## config.mk

```make
export PLATFORM = sky130hd
export DESIGN_NAME = convert_outputs
export DESIGN_NICKNAME = d
export VERILOG_FILES = /design/src/rtl/convert_outputs.sv
export SDC_FILE = /design/constraint.sdc
export NUM_CORES = 1
export LEC_CHECK = 0
export ABC_AREA = 1
export CAP_MARGIN = 10
export CORE_MARGIN = 3
export CORE_UTILIZATION = 54
export CTS_BUF_LIST = sky130_fd_sc_hd__clkbuf_2
export CTS_CLUSTER_SIZE = 8
export DETAILED_ROUTE_END_ITERATION = 6
export MAX_ROUTING_LAYER = met4
export PLACE_DENSITY = 0.83
export SYNTH_ARGS = -nofsm -noshare
export SYNTH_HDL_FRONTEND = slang
export SYNTH_SLANG_ARGS = --single-unit
```

## constraint.sdc

```tcl
create_clock -name clk -period 6.1 [get_ports clk]
set_input_delay 1.22 -clock clk [delete_from_list [all_inputs] [get_ports clk]]
set_output_delay 1.22 -clock clk [all_outputs]
set_load 0.005 [all_outputs]
```

## src/rtl/convert_outputs.sv

```systemverilog
// convert_outputs: narrows a double-format FP adder result back to single
// precision when the operation ran as a widened single. Double results pass
// through unchanged. Two register stages with a valid/ready handshake:
// stage 1 decodes the double fields and stage 2 rounds and packs.
module convert_outputs #(
  parameter int          PIPE_DEPTH = 2,
  parameter logic [31:0] QNAN_SP    = 32'h7FC00000
) (
  input  logic        clk,
  input  logic        reset,
  input  logic        in_valid,
  output logic        in_ready,
  input  logic [63:0] result_dp,
  input  logic [2:0]  op_type,
  input  logic [1:0]  P,
  input  logic [1:0]  rm,
  output logic        out_valid,
  input  logic        out_ready,
  output logic [63:0] result,
  output logic        flag_of,
  output logic        flag_uf,
  output logic        flag_nx
);

  // Bit 0 is the decode stage and bit 1 is the round/pack stage.
  logic [PIPE_DEPTH-1:0] valid_q;
  logic [PIPE_DEPTH-1:0] valid_d;
  logic                  advance2;
  logic                  load1;

  // Stage 1 decode results
  logic               conv_d;
  logic [10:0]        expField;
  logic [51:0]        fracField;
  logic signed [11:0] es_d;
  logic               nan_d;
  logic               inf_d;
  logic               zero_d;
  logic               tiny_d;

  logic               s1Conv_q;
  logic [63:0]        s1Dp_q;
  logic signed [11:0] s1Es_q;
  logic [22:0]        s1Man_q;
  logic               s1Guard_q;
  logic               s1Sticky_q;
  logic               s1Nan_q;
  logic               s1Inf_q;
  logic               s1Zero_q;
  logic               s1Tiny_q;
  logic [1:0]         s1Rm_q;

  // Stage 2 rounding and packing
  logic               sign;
  logic               inc;
  logic               carry;
  logic [22:0]        manRnd;
  logic signed [11:0] esRnd;
  logic               overflow;
  logic               toInf;
  logic [63:0]        result_d;
  logic               of_d;
  logic               uf_d;
  logic               nx_d;

  logic [63:0]        result_q;
  logic               of_q;
  logic               uf_q;
  logic               nx_q;

  // The opcode LSB and the upper precision bit do not affect conversion.
  logic               unusedInputs;
  assign unusedInputs = ^{op_type[0], P[1]};

  // Handshake: stage 2 moves when empty or drained; stage 1 moves when empty
  // or when stage 2 takes its contents, so a full pipe streams with no bubble.
  always_comb begin
    advance2   = ~valid_q[1] | out_ready;
    load1      = ~valid_q[0] | advance2;
    in_ready   = load1;
    valid_d    = valid_q;
    if (load1) begin
      valid_d[0] = in_valid;
    end
    if (advance2) begin
      valid_d[1] = valid_q[0];
    end
  end

  // Decode the double fields into single-precision rebiased exponent,
  // truncated mantissa, guard/sticky and special-value classes.
  always_comb begin
    conv_d    = (op_type[2] & op_type[1]) ^ P[0];
    expField  = result_dp[62:52];
    fracField = result_dp[51:0];
    es_d      = {1'b0, expField} - 12'd896;
    nan_d     = (expField == 11'h7FF) && (fracField != 52'd0);
    inf_d     = (expField == 11'h7FF) && (fracField == 52'd0);
    zero_d    = (expField == 11'h000) && (fracField == 52'd0);
    tiny_d    = (expField != 11'h7FF) && (es_d <= 12'sd0) && !zero_d;
  end

  // Round the mantissa by the selected mode, detect overflow and assemble
  // the final packed result and exception flags.
  always_comb begin
    sign = s1Dp_q[63];
    case (s1Rm_q)
      2'b00:   inc = s1Guard_q & (s1Sticky_q | s1Man_q[0]);
      2'b01:   inc = 1'b0;
      2'b10:   inc = ~sign & (s1Guard_q | s1Sticky_q);
      default: inc = sign & (s1Guard_q | s1Sticky_q);
    endcase
    {carry, manRnd} = {1'b0, s1Man_q} + {23'd0, inc};
    esRnd    = s1Es_q + {11'd0, carry};
    overflow = esRnd >= 12'sd255;
    toInf    = (s1Rm_q == 2'b00) || ((s1Rm_q == 2'b10) && !sign) ||
               ((s1Rm_q == 2'b11) && sign);
    result_d = 64'd0;
    of_d     = 1'b0;
    uf_d     = 1'b0;
    nx_d     = 1'b0;
    if (!s1Conv_q) begin
      result_d = s1Dp_q;
    end else if (s1Nan_q) begin
      result_d = {QNAN_SP, 32'd0};
    end else if (s1Inf_q) begin
      result_d = {sign, 8'hFF, 23'd0, 32'd0};
    end else if (s1Zero_q) begin
      result_d = {sign, 63'd0};
    end else if (s1Tiny_q) begin
      result_d = {sign, 63'd0};
      uf_d     = 1'b1;
      nx_d     = 1'b1;
    end else if (overflow) begin
      of_d     = 1'b1;
      nx_d     = 1'b1;
      result_d = toInf ? {sign, 8'hFF, 23'd0, 32'd0}
                       : {sign, 8'hFE, 23'h7FFFFF, 32'd0};
    end else begin
      result_d = {sign, esRnd[7:0], manRnd, 32'd0};
      nx_d     = s1Guard_q | s1Sticky_q;
    end
  end

  // Stage occupancy; reset empties the pipe immediately.
  always_ff @(posedge clk or posedge reset) begin
    if (reset) begin
      valid_q <= '0;
    end else begin
      valid_q <= valid_d;
    end
  end

  // Stage 1 captures the decoded fields on an accepted transfer.
  always_ff @(posedge clk or posedge reset) begin
    if (reset) begin
      s1Conv_q   <= 1'b0;
      s1Dp_q     <= 64'd0;
      s1Es_q     <= 12'sd0;
      s1Man_q    <= 23'd0;
      s1Guard_q  <= 1'b0;
      s1Sticky_q <= 1'b0;
      s1Nan_q    <= 1'b0;
      s1Inf_q    <= 1'b0;
      s1Zero_q   <= 1'b0;
      s1Tiny_q   <= 1'b0;
      s1Rm_q     <= 2'b00;
    end else if (load1 && in_valid) begin
      s1Conv_q   <= conv_d;
      s1Dp_q     <= result_dp;
      s1Es_q     <= es_d;
      s1Man_q    <= fracField[51:29];
      s1Guard_q  <= fracField[28];
      s1Sticky_q <= |fracField[27:0];
      s1Nan_q    <= nan_d;
      s1Inf_q    <= inf_d;
      s1Zero_q   <= zero_d;
      s1Tiny_q   <= tiny_d;
      s1Rm_q     <= rm;
    end
  end

  // Stage 2 registers the packed result; it holds while stalled.
  always_ff @(posedge clk or posedge reset) begin
    if (reset) begin
      result_q <= 64'd0;
      of_q     <= 1'b0;
      uf_q     <= 1'b0;
      nx_q     <= 1'b0;
    end else if (advance2 && valid_q[0]) begin
      result_q <= result_d;
      of_q     <= of_d;
      uf_q     <= uf_d;
      nx_q     <= nx_d;
    end
  end

  assign out_valid = valid_q[1];
  assign result    = result_q;
  assign flag_of   = of_q;
  assign flag_uf   = uf_q;
  assign flag_nx   = nx_q;

endmodule

```

; ---- Word-level counts from Yosys, hierarchy flattened
; Index checks and enable logic that the tools add are counted.
[word_totals]
regBits = 177
latch_bits = 0
ramBits = 0
mem_bits_ro = 0
inputBits = 75
word_cells = 82
memories = 0
[op_classes]
addsub = 3
n_mul = 0
div = 0
magnitude_cmp = 2
eq_ne = 5
n_shift = 0
mux = 25
bitwise = 12
reduce_logical = 18
[op_table]
columns = cell, n
row1 = 2-to-1 mux 63 bit, 4
row2 = 2-to-1 mux 64 bit, 2
row3 = 2-to-1 mux 56 bit, 1
row4 = zero test 52 bit, 1
row5 = nonzero test 52 bit, 1
row6 = OR reduction 28 bit, 1
row7 = adder 23 x 1 -> 24 bit, 1
row8 = 2-to-1 mux 1 bit, 17
row9 = adder 12 x 1 -> 12 bit, 1
row10 = ">= comparator 12 x 9 -> 1 bit, second input constant", 1
row11 = "<= comparator 12 x 1 -> 1 bit, second input constant", 1
row12 = "subtractor 11 x 10 -> 12 bit, second input constant", 1
row13 = "equality test 11 bit, second input constant", 1
row14 = zero test 11 bit, 1
row15 = "!= test 11 bit, second input constant", 1
row16 = logical AND 1 bit, 9
row17 = AND 1 bit, 4
row18 = "equality test 2 bit, second input constant", 2
row19 = OR 1 bit, 4
row20 = inverter 1 bit, 3
row21 = case mux 1 bit (3 select lines), 1
row22 = "equality test 2 x 1 -> 1 bit, second input constant", 1
row23 = zero test 1 bit, 2
row24 = zero test 2 bit, 1
row25 = 2 further kinds, 3

; ---- Depth between registers and ports, before layout
; Gate-level depths: netlist (run 1).
[depth]
ltp_word = 12
ltp_mapped = 30
mapped_depth_nobuf = 30

; ---- Least setup slack after synthesis (run 1)
; Ideal clock, no wire load.
[synth_timing]
path_kind = register -> register
startpoint = register s1Rm_q[1]
endpoint = register nx_q, in the netlist flag_nx
arrival_time_ps = 3463
t_required_ps = 5979
setup_slack_ps = 2516
path_stages_with_launch = 27
path_buffers = 1
path_cell_list = dfrtp_1 -> inv_1 -> nor2_1 -> ha_1 -> o31ai_1 -> ha_1 -> nand2_1 -> nor2_4 -> nand2_1 -> nor2_2 -> nand4_1 -> nor2_1 -> nand3_1 -> nor3_1 -> ha_1 -> ha_1 -> nand2_1 -> inv_1 -> nand3_1 -> nand2_1 -> nand3b_1 -> nor2_2 -> nand2_2 -> nand2_4 -> buf_8 -> nand3_1 -> a22o_1
[synth_between]
elab_chain_len = 11
elab_cells_between_ends = 13
cone_classes = add/sub (2) / order compare (1) / eq/ne (2) / mux (7) / reduce/logical (1)
[synth_rtl]
columns = item, line
row1 = "start, declared", 51  ; logic [1:0] s1Rm_q;
row2 = "start signal, assigned", 179  ; s1Rm_q <= rm;
row3 = "equality test 2 bit, or another cell as far along", 107  ; case (s1Rm_q)
row4 = case mux 1 bit (3 select lines) *, 107
row5 = adder 23 x 1 -> 24 bit *, 113  ; {carry, manRnd} = {1'b0, s1Man_q} + {23'd0, inc};
row6 = adder 12 x 1 -> 12 bit *, 114  ; esRnd = s1Es_q + {11'd0, carry};
row7 = >= comparator 12 x 9 -> 1 bit *, 115  ; overflow = esRnd >= 12'sd255;
row8 = 2-to-1 mux 1 bit *, 134  ; end else if (overflow) begin
row9 = 2-to-1 mux 1 bit *, 130  ; end else if (s1Tiny_q) begin
row10 = 2-to-1 mux 1 bit *, 128  ; end else if (s1Zero_q) begin
row11 = 2-to-1 mux 1 bit *, 126  ; end else if (s1Inf_q) begin
row12 = 2-to-1 mux 1 bit *, 124  ; end else if (s1Nan_q) begin
row13 = 2-to-1 mux 1 bit *, 122  ; if (!s1Conv_q) begin
row14 = "end signal, assigned", 194  ; nx_q <= nx_d;
row15 = "end, declared", 69  ; logic nx_q;
; Every way passes the cells marked *; elsewhere a longest branch is shown, timed or not.
; A chain may end at the register's enable or synchronous reset.

; ---- Worst setup path after layout (run 1)
[layout_timing]
startpoint = register s1Rm_q[1]
endpoint = register result_q[55], in the netlist result[55]
[layout_between]
elab_chain_len = 11
elab_cells_between_ends = 19
cone_classes = add/sub (2) / order compare (1) / eq/ne (3) / mux (8) / reduce/logical (5)
[layout_rtl]
columns = item, line
row1 = "equality test 2 bit, or another cell as far along", "107, 116"
row2 = case mux 1 bit (3 select lines) / logical AND 1 bit (equally long branches), "107, 116"
row3 = adder 23 x 1 -> 24 bit / logical OR 1 bit (equally long branches), "113, 116"
row4 = adder 12 x 1 -> 12 bit / logical OR 1 bit (equally long branches), "114, 116"
row5 = >= comparator 12 x 9 -> 1 bit / 2-to-1 mux 56 bit (equally long branches), "115, 137"
row6 = 2-to-1 mux 63 bit *, 134
row7 = 2-to-1 mux 63 bit *, 130
row8 = 2-to-1 mux 63 bit *, 128
row9 = 2-to-1 mux 63 bit *, 126
row10 = 2-to-1 mux 64 bit *, 124
row11 = 2-to-1 mux 64 bit *, 122
row12 = "end signal, assigned", 191  ; result_q <= result_d;
row13 = "end, declared", 66  ; logic [63:0] result_q;
; Marks and branches as above.

==> results of run 1 <==
## power by group through the flow
stage	Combinational (mW)	Sequential (mW)	Clock (mW)
after floorplan	0.469	1.34	0
after global placement	0.903	1.36	0
after detailed placement	0.921	1.37	0
after CTS	0.928	1.35	0.632
after global routing	1.03	1.38	0.679
final	0.921	1.35	0.627
## worst reg2reg max path, delay by kind of cell (launching register included)
kind	cells	cell delay [ns]
adders and majority gates	4	1.06
AOI/OAI and AO/OA	1	0.33
DFF	1	0.42
buffers and inverters	2	0.17
and+or+nand+nor	23	2.69
## registers in the layout (all words and copies together) (netlist names), 2 cells and up
signal   cells
valid_q      2
s1Es_q       5
s1Dp_q      64
result      64
s1Rm_q       2
## cell usage after synthesis (3+ instances only)
master	count
nand2_1	321
dfrtp_1	146
o21ai_0	77
inv_1	61
nor2_1	57
a21oi_1	52
nand4_1	38
clkbuf_1	35
nand3_1	22
xor2_1	21
nor4_1	15
nor3_1	10
o31ai_1	8
buf_2	6
ha_1	6
o21ai_1	6
buf_6	4
nor2_4	3
## stage by stage
| step | power (mW) | area (um2) | instances | util (%) |
|---|---|---|---|---|
| floorplan | 1.81 | 7230 | 910 | - |
| global placement | 2.26 | 8680 | 1181 | 67.4 |
| detailed placement | 2.29 | 8680 | 1181 | 67.4 |
| CTS | 2.91 | 8960 | 1213 | 69.6 |
| global route | 3.09 | 8960 | 1213 | 69.6 |
| finish | 2.90 | 8960 | 1213 | 69.6 |
## logic make-up (layout without fill, tap and decap cells)
logic type | after synthesis | in the layout | synth area share, %
adders and majority gates | 6 | 6 | 1.04
buffers and inverters | 110 | 241 | 6.38
AOI/OAI and AO/OA | 148 | 148 | 10.7
and+or+nand+nor | 476 | 476 | 28.2
DFF | 146 | 146 | 50.5
xor gates and xnor gates | 24 | 24 | 3.17
## cell usage in the layout (no fill, tap or decap)
cell	netlist	layout
a211oi_1	1	1
bufinv_16	0	4
a22o_1	1	1
clkinv_1	0	3
dfrtp_1	146	146
ha_1	6	6
nand2_4	2	2
nor2_2	2	2
nand3_1	22	22
inv_6	0	2
clkinv_4	0	2
nand3b_1	2	2
clkbuf_2	0	17
xnor2_1	2	2
nand2_1	321	319
o21bai_1	2	2
nor4_1	15	15
nand2_2	1	3
nand4_1	38	38
o21ai_1	6	6
xor2_4	1	1
inv_1	61	59
nand3_4	1	1
clkinvlp_4	0	3
inv_2	1	2
o31ai_1	8	8
nor2_4	3	3
nor3_1	10	10
clkinv_2	0	2
a21oi_1	52	52
o21ai_0	77	77
nor2_1	57	57
nand3_2	1	1
buf_4	0	6
o211ai_1	1	1
clkdlybuf4s50_1	0	141
xor2_1	21	21
nor3_2	1	1
## area by class of cell
type,count,area [um2],share of cell area [%]
clock inverters,15,190,2.12
well taps,172,215,2.40
flip-flops and latches,146,3650,40.8
inverters,62,238,2.65
repair buffers,147,1460,16.3
multi-input cells,654,3120,34.8
clock buffers,17,85.1,0.950
## how the worst max path moves through the flow
stage                   start  slack (ns)    endpoint
floorplan               reset        0.96     flag_nx
global placement    s1Rm_q[1]        1.65  result[55]
CTS                 s1Rm_q[1]        1.45  result[55]
finish              s1Rm_q[1]        1.39  result[55]
detailed placement  s1Rm_q[1]        1.48  result[55]
global route        s1Rm_q[1]        0.96  result[55]
## routing by layer
metal | wire, um | GRT usage, % | vias to the layer above
li1 | - | - | 3210
met1 | 8060 | 36.1 | 3091
met2 | 9150 | 41.8 | 257
met3 | 1580 | 8.40 | 28
met4 | 278 | 7.14 | 0
met5 | 0 | - | -
==> results by group, run 1 <==
Worst setup path
  – Delay-heaviest family, CP: simple AND/OR/NAND/NOR gates
  – Crit path DAT: 5.38 ns
  – Setup crit start kind: flip-flop
  – Reg2reg setup slack: 1.39 ns
  – CP endpoint kind: flip-flop
  – Slowest cell on crit path: dfrtp_1
  – Most frequent CP cell: nand2_1
  – Critical Path RT: 6.77 ns
  – Critical Path Stages: 30
  – Largest incremental delay on the critical path: 0.42 ns
  – Worst Reg-to-Reg Cells: 30
  – Worst r2r dst: result[55]
  – Crit Path Max Fanout: 33
  – Setup CP Type: reg -> reg
  – FF-to-FF Start: s1Rm_q[1]
  – Worst Path Buf+Inv: 2

Timing
  – RSZ-0062 raised after global routing: no
  – Setup ws final: 1.39 ns
  – Post-route setup TNS: 0 ns
  – Slew Viols, Final: 0
  – Final setup fails: 0
  – Final Critical Period: 4.71 ns
  – Final worst clock skew: 0.0252 ns
  – Fmax: 212 MHz
  – Crit share post-route: 77.3%
  – Final hold violation count: 0
  – Relative slew slack: 31.7%
  – Least-Margin Pin Slew: 1.02 ns
  – Worst hold-check slack: 0.496 ns

Clock network
  – CTS Sinks: 146
  – Worst-path clk slew: 0.22 ns
  – CTS HTree Levels: 4
  – Root Driver: clkbuf_2
  – Clk_lat worst skew: 0.74 ns
  – Quantity of gates resized following cts: 0
  – Setup Buffers After CTS: 0
  – Clk buf depth: 2
  – CTS tree: yes
  – Hold-fix buffers, CTS: 0
  – CTS Buf Count: 17

Final layout
  – NumNets Final: 1109
  – Fillcell total: 1077
  – Layout cells sized above 1: 5.00%
  – Ant diodes: 0
  – Syn-to-layout area delta: 23.9%

Synth
  – Count of cell types in the netlist: 34
  – Area leader, netlist: dfrtp_1
  – Syn_nets: 991
  – Register area share after synthesis: 50.5%
  – Ys async rst share: 100%
  – Synth top area share: 50.5%
  – Synth Warn #: 0
  – Cell area after synthesis: 7230 um2
  – Post-synth EDFFs: 0
  – Commonest register cell after synthesis: dfrtp_1
  – Post-Syn Area per Cell: 7.95 um2
  – FF+latch count, synth: 146
  – Synth area leaders: dfrtp_1 51%, nand2_1 17%, o21ai_0 5.3%
  – Cells after synthesis: 910

Route
  – Drt total wl: 19100 um
  – DR DRC count: 0
  – Detail Route Antenna Nets: 0
  – Iter 0 DRT Violations: 616
  – Via count: 6586
  – Wire per inst: 15.7 um
  – Vias per cell: 5.43
  – Initial DRT Pass Iterations: 7

Global routing
  – Total grt overflow: 0
  – Gr usage total: 27.4%
  – First-pass GRT wire length: 30900 um
  – Vias in the first global route: 6199
  – Largest net degree at the start of global routing: 109
  – Initial antenna violation count: 0

Power and ir drop
  – Cell-internal power: 1.91 mW
  – Combinational power share: 31.8%
  – Leak: 4.10 nW
  – Clock power share: 21.6%
  – Seq pwr share: 46.6%
  – Max VDD drop: 179 uV
  – Cell area power density: 324 nW/um2
  – Psw: 0.993 mW
  – Net Sw Frac: 34.2%

Die
  – Starting Density: 56.2%
  – Top Ports: 144
  – Chip Width: 122 um
  – Core Area: 12900 um2
  – Chip Height: 122 um
  – Num rows: 41
  – Full die area: 14800 um2

Place
  – Routability cong.: 0.914
  – Hpwl dp: 12900 um
  – I/O Buffers: 141
  – Setup WS pre-CTS: 1.48 ns

Worst hold path
  – Worst hold path endpoint: flag_of
  – Hold wc startpoint: s1Tiny_q
  – Worst Hold Path Cells: 1
  – Worst hold path type: reg -> reg

Outcome
  – Outcome: complete, no violations

Job
  – Max-Cap Viols: 0
(Power assumes the default switching activity.)
==> inputs of run 2 (changes only) <==
- clock period: 6.1 -> 4.4 ns (I/O delays scaled with it)
==> results by group, run 2 (synthesis results as in run 1) <==
Global routing
  – Total grt overflow: 0 (unchanged)
  – Met1 Resource Use GR: 33.3% (was 36.1%)
  – First-pass GRT wire length: 30800 um (was 30900 um)
  – Met2 Use GR: 43.1% (was 41.8%)
  – Gr usage total: 27.1% (was 27.4%)
  – GR peak layer: met2 (unchanged)
  – GR Util met3: 8.64% (was 8.40%)
  – Largest net degree at the start of global routing: 77 (was 109)
  – Initial antenna violation count: 0 (unchanged)
  – Vias in the first global route: 6355 (was 6199)

Clock network
  – CTS Sinks: 146 (unchanged)
  – CTS tree: yes (unchanged)
  – Clk buf depth: 2 (unchanged)
  – Root Driver: clkbuf_2 (unchanged)
  – Clk_lat worst skew: 0.70 ns (was 0.74 ns)
  – Worst-path clk slew: 0.20 ns (was 0.22 ns)
  – CTS Buf Count: 17 (unchanged)
  – CTS HTree Levels: 4 (unchanged)

Timing
  – Slew Viols, Final: 0 (unchanged)
  – Crit share post-route: 95.6% (was 77.3%)
  – Final setup fails: 0 (unchanged)
  – Final Critical Period: 4.21 ns (was 4.71 ns)
  – Post-route setup TNS: 0 ns (unchanged)
  – RSZ-0062 raised after global routing: no (unchanged)
  – Least-Margin Pin Slew: 0.990 ns (was 1.02 ns)
  – Relative slew slack: 33.9% (was 31.7%)
  – Fmax: 238 MHz (was 212 MHz)
  – Final worst clock skew: 0.0228 ns (was 0.0252 ns)
  – Final hold violation count: 0 (unchanged)

Die
  – Full die area: 14800 um2 (unchanged)
  – Chip Height: 122 um (unchanged)
  – Top Ports: 144 (unchanged)
  – Starting Density: 56.2% (unchanged)
  – Chip Width: 122 um (unchanged)
  – Core Area: 12900 um2 (unchanged)
  – Num rows: 41 (unchanged)

Final layout
  – Layout cells sized above 1: 6.92% (was 5.00%)
  – Ant diodes: 0 (unchanged)
  – NumNets Final: 1123 (was 1109)
  – Commonest non-fill, non-tap cell in the layout: nand2_1 (unchanged)
  – Most frequent cells in the layout: 319 x nand2_1, 146 x dfrtp_1, 141 x clkdlybuf4s50_1, 77 x o21ai_0, 58 x inv_1 (was 319 x nand2_1, 146 x dfrtp_1, 141 x clkdlybuf4s50_1, 77 x o21ai_0, 59 x inv_1)
  – Final Non-Filler Cells: 1227 (was 1213)
  – Syn-to-layout area delta: 26.4% (was 23.9%)

Power and ir drop
  – Max VDD drop: 268 uV (was 179 uV)
  – Leak: 4.20 nW (was 4.10 nW)
  – Cell area power density: 449 nW/um2 (was 324 nW/um2)

Outcome
  – Failing checks: DRC
  – Outcome: complete, but fails checks (was complete, no violations)

Place
  – Dpl cells: 1193 (was 1181)
  – I/O Buffers: 141 (unchanged)
  – Hpwl dp: 13600 um (was 12900 um)
  – Routability cong.: 0.945 (was 0.914)

Route
  – Iter 0 DRT Violations: 702 (was 616)
  – DR DRC count: 2 (was 0)
  – Wire per inst: 15.6 um (was 15.7 um)
  – Initial DRT Pass Iterations: 7 (unchanged)
  – Vias per cell: 5.44 (was 5.43)
  – Drt total wl: 19200 um (was 19100 um)
  – Detail Route Antenna Nets: 0 (unchanged)
  – Via count: 6681 (was 6586)

Worst setup path
  – Setup CP Type: reg -> reg (unchanged)
  – Crit path DAT: 4.83 ns (was 5.38 ns)
  – CP endpoint kind: flip-flop (unchanged)
  – Crit Path Max Fanout: 18 (was 33)
  – Worst Reg-to-Reg Cells: 27 (was 30)
  – Setup crit start kind: flip-flop (unchanged)
  – Critical Path RT: 5.02 ns (was 6.77 ns)

Job
  – Max-Cap Viols: 0 (unchanged)

Worst hold path
  – Worst hold path type: in -> async (was reg -> reg)
[run 2: cell count changes in the layout (fill, tap and decap cells not counted), moves of 2 or more]
cell,previous run,this run
buf_12,0,3
buf_4,6,17
clkbuf_2,17,21
clkinvlp_4,3,1
ha_1,6,3
ha_2,0,2
inv_6,2,0
[run 2: final timing paths]
path,from,endpoint,slack (ns)
worst max-delay path,s1Rm_q[1],result[52],0.19
worst min-delay path,reset,s1Dp_q[37],0.48
worst max register to register,s1Rm_q[1],result[52],0.19
worst min register to register,s1Tiny_q,flag_of,0.49
max in group asynchronous,reset,result[12],3.09
min in group clk,s1Tiny_q,flag_of,0.49
[run 2: through the flow]
| stage | power, mW | hold slack, ns | cell area, um2 | util, % | setup slack [ns] |
|---|---|---|---|---|---|
| 6_report | 4.10 | 0.479 | 9140 | 71.0 | 0.193 |
| 5_1_grt | 4.36 | 0.419 | 9140 | 71.0 | 0.00479 |
| 4_1_cts | 4.11 | 0.451 | 9100 | 70.7 | 0.136 |
| 3_5_place_dp | 3.21 | 0.465 | 8810 | 68.4 | 0.247 |
| 3_3_place_gp | 3.17 | 0.460 | 8810 | 68.4 | 0.349 |
| 2_1_floorplan | 2.51 | 0.448 | 7240 | - | 0.816 |
[run 2: report_power, final]
group	leakage [nW]	internal (mW)	total (mW)	switching, mW
registers	1.80	1.64	1.87	0.235
logic	2.22	0.672	1.33	0.661
clock network	0.177	0.436	0.896	0.460
[run 2: layout make-up]
cell class | instances | area [um2]
clock inverters | 11 | 185
flip-flops and latches | 146 | 3650
well taps | 172 | 215
inverters | 62 | 236
repair buffers | 161 | 1600
fillers | 1042 | 3730
clock buffers | 21 | 105
multi-input cells | 654 | 3150
[run 2: timing repair]
item                                    4_1_cts  5_1_grt
endpoints found under the setup margin        0       30
gates resized for setup                       0        7
setup buffers                                 0        2
hold buffers                                  0        0
[run 2: metal layers]
| metal | part of all wire, % | wire [um] | up-vias |
|---|---|---|---|
| met1 | 41 | 7940 | 3132 |
| met3 | 8.2 | 1570 | 34 |
| li1 | - | - | 3230 |
| met4 | 2.2 | 415 | 0 |
| met5 | 0 | 0 | - |
| met2 | 48 | 9240 | 285 |
[run 2: worst max-delay path, stage by stage (launching register included)]
cell      delay (ns)
dfrtp_1         0.43
inv_2           0.09
nor2_1          0.05
ha_1            0.28
o31ai_2         0.27
ha_2            0.23
nand2_1         0.09
nor2_4          0.09
nand2_1         0.10
nor2_2          0.18
nand4_1         0.14
nor2_1          0.12
nand3_1         0.07
nor3_1          0.17
buf_4           0.15
ha_2            0.20
ha_4            0.15
nand2_1         0.10
o21bai_1        0.18
nand2_1         0.09
nor2_1          0.10
nand3_1         0.10
nand2_2         0.12
nand2_4         0.12
buf_12          0.18
nand2_1         0.06
nand4_1         0.09
a21oi_1         0.17
==> inputs of run 3 (changes only) <==
- SLEW_MARGIN: default -> 10
==> results of run 3 <==
The final DEF is identical to that of run 2; final timing and power are the same.
